**src/rtl/al422_pixel_writer_3bytes.sv**
```systemverilog
// al422_pixel_writer_3bytes: serialises 24-bit RGB pixels into R,G,B bytes on the AL422 write port.
// Optional test pattern source enabled by defining AL422_WRITER_TEST_PATTERN_EN.
module al422_pixel_writer_3bytes #(
    parameter int PIXELS_PER_FRAME = 2048,
    parameter int WRST_CYCLES = 4
) (
    input  logic        in_clk,
    input  logic        in_rst,
    input  logic        frame_start,
    input  logic        frame_abort,
    input  logic [23:0] pix_data,
    input  logic        pix_valid,
`ifdef AL422_WRITER_TEST_PATTERN_EN
    input  logic        test_mode,
`endif
    output logic        pix_ready,
    output logic [7:0]  al_data,
    output logic        al_we_n,
    output logic        al_wrst_n,
    output logic        busy,
    output logic        frame_done
);
    localparam int CW = $clog2(PIXELS_PER_FRAME + 1);
    localparam int WW = $clog2(WRST_CYCLES + 1);
    localparam logic [CW-1:0] PPF = CW'(PIXELS_PER_FRAME);
    localparam logic [WW-1:0] WLAST = WW'(WRST_CYCLES - 1);
    typedef enum logic [1:0] {IDLE, WRST, STREAM, DONE} state_t;
    state_t state, state_nx;
    logic [CW-1:0] pix_cnt, pix_cnt_nx;
    logic [WW-1:0] wrst_cnt, wrst_cnt_nx;
    logic [1:0] byte_idx, byte_idx_nx;
    logic sending, sending_nx;
    logic [15:0] gb, gb_nx;
    logic [7:0] al_data_nx;
    logic we_n_nx, wrst_n_nx, slot_nx, ready_nx, acc;
    logic [23:0] src;
`ifdef AL422_WRITER_TEST_PATTERN_EN
    logic slot;
    logic [7:0] pc8;
    assign pc8 = 8'(pix_cnt);
`endif
    always_comb begin
        state_nx = state;
        pix_cnt_nx = pix_cnt;
        wrst_cnt_nx = wrst_cnt;
        byte_idx_nx = byte_idx;
        sending_nx = sending;
        gb_nx = gb;
        al_data_nx = al_data;
        we_n_nx = 1'b1;
        wrst_n_nx = 1'b1;
        acc = pix_ready & pix_valid;
        src = pix_data;
`ifdef AL422_WRITER_TEST_PATTERN_EN
        if (slot & test_mode & ~pix_ready) begin
            acc = 1'b1;
            src = {pc8, ~pc8, {8{pix_cnt[0]}}};
        end
`endif
        case (state)
            IDLE: if (frame_start) begin
                state_nx = WRST;
                wrst_cnt_nx = '0;
                wrst_n_nx = 1'b0;
            end
            WRST: if (wrst_cnt == WLAST) begin
                state_nx = STREAM;
                pix_cnt_nx = '0;
                sending_nx = 1'b0;
                byte_idx_nx = '0;
            end else begin
                wrst_cnt_nx = wrst_cnt + 1'b1;
                wrst_n_nx = 1'b0;
            end
            STREAM: if (acc) begin
                al_data_nx = src[23:16];
                gb_nx = src[15:0];
                we_n_nx = 1'b0;
                sending_nx = 1'b1;
                byte_idx_nx = '0;
                pix_cnt_nx = pix_cnt + 1'b1;
            end else if (sending && byte_idx != 2'd2) begin
                // once R is out, G and B follow unconditionally
                byte_idx_nx = byte_idx + 1'b1;
                al_data_nx = (byte_idx == 2'd0) ? gb[15:8] : gb[7:0];
                we_n_nx = 1'b0;
            end else begin
                sending_nx = 1'b0;
                byte_idx_nx = '0;
                state_nx = (sending && pix_cnt == PPF) ? DONE : STREAM;
            end
            DONE: state_nx = IDLE;
        endcase
        if (frame_abort) begin
            state_nx = IDLE;
            we_n_nx = 1'b1;
            wrst_n_nx = 1'b1;
            sending_nx = 1'b0;
            byte_idx_nx = '0;
        end
        slot_nx = (state_nx == STREAM) && (pix_cnt_nx < PPF) && (!sending_nx || byte_idx_nx == 2'd2);
`ifdef AL422_WRITER_TEST_PATTERN_EN
        ready_nx = slot_nx & ~test_mode;
`else
        ready_nx = slot_nx;
`endif
    end
    always_ff @(posedge in_clk) begin
        if (in_rst) begin
            state <= IDLE;
            pix_cnt <= '0;
            wrst_cnt <= '0;
            byte_idx <= '0;
            sending <= 1'b0;
            gb <= '0;
            al_data <= 8'h00;
            al_we_n <= 1'b1;
            al_wrst_n <= 1'b1;
            pix_ready <= 1'b0;
            busy <= 1'b0;
            frame_done <= 1'b0;
`ifdef AL422_WRITER_TEST_PATTERN_EN
            slot <= 1'b0;
`endif
        end else begin
            state <= state_nx;
            pix_cnt <= pix_cnt_nx;
            wrst_cnt <= wrst_cnt_nx;
            byte_idx <= byte_idx_nx;
            sending <= sending_nx;
            gb <= gb_nx;
            al_data <= al_data_nx;
            al_we_n <= we_n_nx;
            al_wrst_n <= wrst_n_nx;
            pix_ready <= ready_nx;
            busy <= state_nx != IDLE;
            frame_done <= state_nx == DONE;
`ifdef AL422_WRITER_TEST_PATTERN_EN
            slot <= slot_nx;
`endif
        end
    end
endmodule

```
**config.mk**
```make
export PLATFORM = sky130hd
export DESIGN_NAME = al422_pixel_writer_3bytes
export DESIGN_NICKNAME = d
export VERILOG_FILES = /design/src/rtl/al422_pixel_writer_3bytes.sv
export SDC_FILE = /design/constraint.sdc
export NUM_CORES = 1
export LEC_CHECK = 0
export BUFFER_PORTS_ARGS = -buffer_cell sky130_fd_sc_hd__buf_2
export CAP_MARGIN = 20
export CORE_UTILIZATION = 55
export DETAILED_ROUTE_END_ITERATION = 12
export GPL_TIMING_DRIVEN = 0
export PLACE_DENSITY = 0.8
export SYNTH_ARGS = -nofsm -noshare
export SYNTH_HDL_FRONTEND = slang
export SYNTH_SLANG_ARGS = --single-unit
```
**constraint.sdc**
```tcl
create_clock -name in_clk -period 2.6 [get_ports in_clk]
set_input_delay 0.39 -clock in_clk [delete_from_list [all_inputs] [get_ports in_clk]]
set_output_delay 0.39 -clock in_clk [all_outputs]
set_load 0.01 [all_outputs]
```
==> flow_summary.yaml <==
setup_path:
  endpoint_kind: "register"
  worst_path_largest_cell_delay_ns: 0.53
  path_class: "reg2reg"
  path_cells: "inv_1 > ha_1 > nor2b_1 > o21ai_1 > or4_1 > a21oi_1"
  crit_arrival_ns: 2.35
  critPathRequiredTime_ns: 2.84
  crit_slowest_cell: "or4_1"
  critPathMaxFanout: 8
  cp-start-kind: "register"
route:
  vias: 2081
  drt_iter0_drc: 153
  routed_wl_um: 5080
  drc: 0
  antenna_left: 0
  route.detailed.wl_per_inst_um: 13.3
  firstDrtPassIters: 4
  via_per_inst: 5.46
yosys:
  synth-edff-count: 0
  syn_inst: 282
  synthArstFlopShare_pct: 0
  synthSimpleGateAreaFrac_pct: 25.1
  synth_compound_area_share_pct: 16.4
  yosysSeqAreaShare_pct: 42.4
  synth-xor-area-share_pct: 2.27
  synth_cell_types: 42
  synth_top_family_by_area: "simple AND/OR/NAND/NOR gates"
  synth_ff_type: "dfxtp_1"
  ys_warn_count: 0
  postSynthAreaPerCell_um2: 8.20
  synthMuxAreaShare_pct: 4.33
  synthAdderAreaFrac_pct: 5.95
  synth-seq-cells: 49
  syn_nets: 322
  netlist_area_um2: 2310
clock_tree:
  cts_sinks: 49
  clock_path_buffers: 2
  htree_levels: 2
  cts_made_buffers: 5
  cts_hold_buffers: 0
  cts.clk_slew.worst_paths_ns: 0.09
  cts_repair_resize_count: 0
  cts_root_buffer: "clkbuf_8"
  cts_setup_buffers: 0
  cts_tree: "built"
  clk_latency_ns: 0.31
sta:
  slew_headroom_pct: 59.5
  final_max_slew_viol_count: 0
  hold_viol: 0
  max_freq_ghz: 0.473
  fin_setup_tns_ns: 0
  min_period_ns: 2.12
  skew_ns: 0.00935
  tightestPinTransition_ns: 0.604
  finalSetupViolCount: 0
  rsz0062_at_grt: "false"
  finalCritPeriodShare_pct: 81.4
global_route:
  antenna_found_initial: 0
  grt_max_degree: 17
  grt_overflow: 0
  grt.total_usage_pct: 24.3
  grt_pass1_wl_um: 8090
  first_global_vias: 1846
floorplan:
  chipWidth_um: 66.9
  io_pins: 42
  dieArea_um2: 4470
  die_h_um: 66.9
  rows: 23
  design.core.area_um2: 4030
  start_util_pct: 57.4
pwr:
  pwr-share-clk_pct: 35.8
  pwr-share-comb_pct: 5.5
  seq_power_share_pct: 58.7
  swShare_pct: 24.3
  internal_power_w: 0.000973
  cellPowerDensity_nw_per_um2: 481
  leakage_nw: 1.05
  p_switching_w: 0.000312
  vdd_drop_max_mv: 0.314
hold_path:
  min-delay-path-class: "in2reg"
layout:
  n_antenna_cell: 0
  area_growth_pct: 15.5
  drive_gt1_share_pct: 17.2
  multi_input_area_um2: 1250
  fin_nets: 370
  nFillCells: 356
  utilization_pct: 66.3
  register_area_um2: 981
status:
  outcome: "finished, final reports clean"
job:
  max-cap-violations: 0
placed_design:
  port_buffers: 41
  dp_hpwl_um: 3770
  routabilityCongestion: 0.865
per-stage QoR:
stage                     area [um2]  hold slack (ns)  total power, W  setup WS (ns)  instances
after floorplan                 2310            0.436        0.000807          0.743        282
after detailed placement        2580            0.447        0.000842          0.569        373
after CTS                       2670            0.288         0.00129          0.511        381
after global placement          2580            0.442        0.000841          0.595        373
final                           2670            0.289         0.00128          0.484        381
after global routing            2670            0.292         0.00133          0.347        381
registers in the layout, indices dropped and copies added, names as in the netlist, 2 cells and up:
register,cells
al_data,8
byte_idx,2
gb,16
pix_cnt,12
state,2
wrst_cnt,3
area by class of cell:
type / count / share of cell area, %
plain buffers: 12 / 1.83
clock buffers: 5 / 2.58
clock inverters: 3 / 0.796
inverters: 9 / 1.26
multi-input cells: 212 / 46.8
flip-flops and latches: 49 / 36.7
well taps: 50 / 2.34
repair buffers: 41 / 7.68
cell usage after synthesis (4+ instances only):
cell | n | area, um2
mux2i_1 | 10 | 100
a211oi_1 | 8 | 60.1
nor3_1 | 5 | 25.0
inv_1 | 9 | 33.8
xnor2_1 | 4 | 35.0
nand2_1 | 47 | 176
nand3_1 | 6 | 30.0
dfxtp_1 | 49 | 981
nor2_1 | 40 | 150
ha_1 | 11 | 138
a21oi_1 | 35 | 175
clkbuf_1 | 8 | 30.0
final timing paths:
kind                                     startpoint                      end  slack, ns  cells after the start
worst min register to register   gb[3]$_SDFFE_PP0P_       gb[3]$_SDFFE_PP0P_       0.46                      2
worst max register to register  state[1]$_SDFF_PP0_  pix_cnt[8]$_SDFFE_PP0P_       0.48                      6
worst min-delay path                         in_rst       al_we_n$_SDFF_PP1_       0.29                      2
worst max-delay path            state[1]$_SDFF_PP0_  pix_cnt[8]$_SDFFE_PP0P_       0.48                      6
critical path, delay by kind of cell, from the launching register on:
kind,cells,cell delay [ns]
AOI/OAI and AO/OA,2,0.40
DFF,1,0.35
adders and majority gates,1,0.38
buffers and inverters,1,0.12
and+or+nand+nor,2,0.80
per-layer routing:
metal | vias up | track usage, % | routed length, um
met5 | - | 0 | 0
li1 | 1067 | - | -
met2 | 45 | 39.9 | 2420
met4 | 0 | 7.71 | 57
met3 | 6 | 5.65 | 269
met1 | 963 | 31.1 | 2330
logic make-up after synthesis:
logic type | Yosys count
buf+inv | 21
flops | 49
fa+ha+maj | 11
simple gates | 125
compound gates | 60
xor+xnor | 6
mux | 10
cells in the final DEF (no fill, tap or decap), types with 2 or more instances in the layout:
cell type / netlist / layout
nand3b_1: 2 / 2
nand2_1: 47 / 47
and3_1: 2 / 2
dfxtp_1: 49 / 49
nand2b_1: 3 / 3
clkbuf_1: 8 / 8
a22oi_1: 2 / 2
a211oi_1: 8 / 8
or4_1: 2 / 2
nand3_1: 6 / 6
xor2_1: 2 / 2
buf_2: 3 / 44
inv_1: 9 / 9
nor4_1: 3 / 3
nor2_1: 40 / 40
xnor2_1: 4 / 4
o21ai_0: 2 / 2
clkbuf_8: 0 / 5
nand4_1: 3 / 3
a311oi_1: 2 / 2
nor2b_1: 2 / 2
mux2i_1: 10 / 10
a21oi_1: 35 / 35
ha_1: 11 / 11
and2_1: 2 / 2
o21a_1: 2 / 2
or3_1: 3 / 3
nor3_1: 5 / 5
power groups by stage:
stage	clock network (W)	registers (W)	logic [W]
2_1_floorplan	0	0.000772	0.0000341
3_3_place_gp	0	0.000772	0.0000697
3_5_place_dp	0	0.000772	0.0000701
4_1_cts	0.000467	0.000754	0.0000710
5_1_grt	0.000499	0.000755	0.0000777
6_report	0.000459	0.000754	0.0000708
No activity file was read; power rests on OpenSTA's default activity.
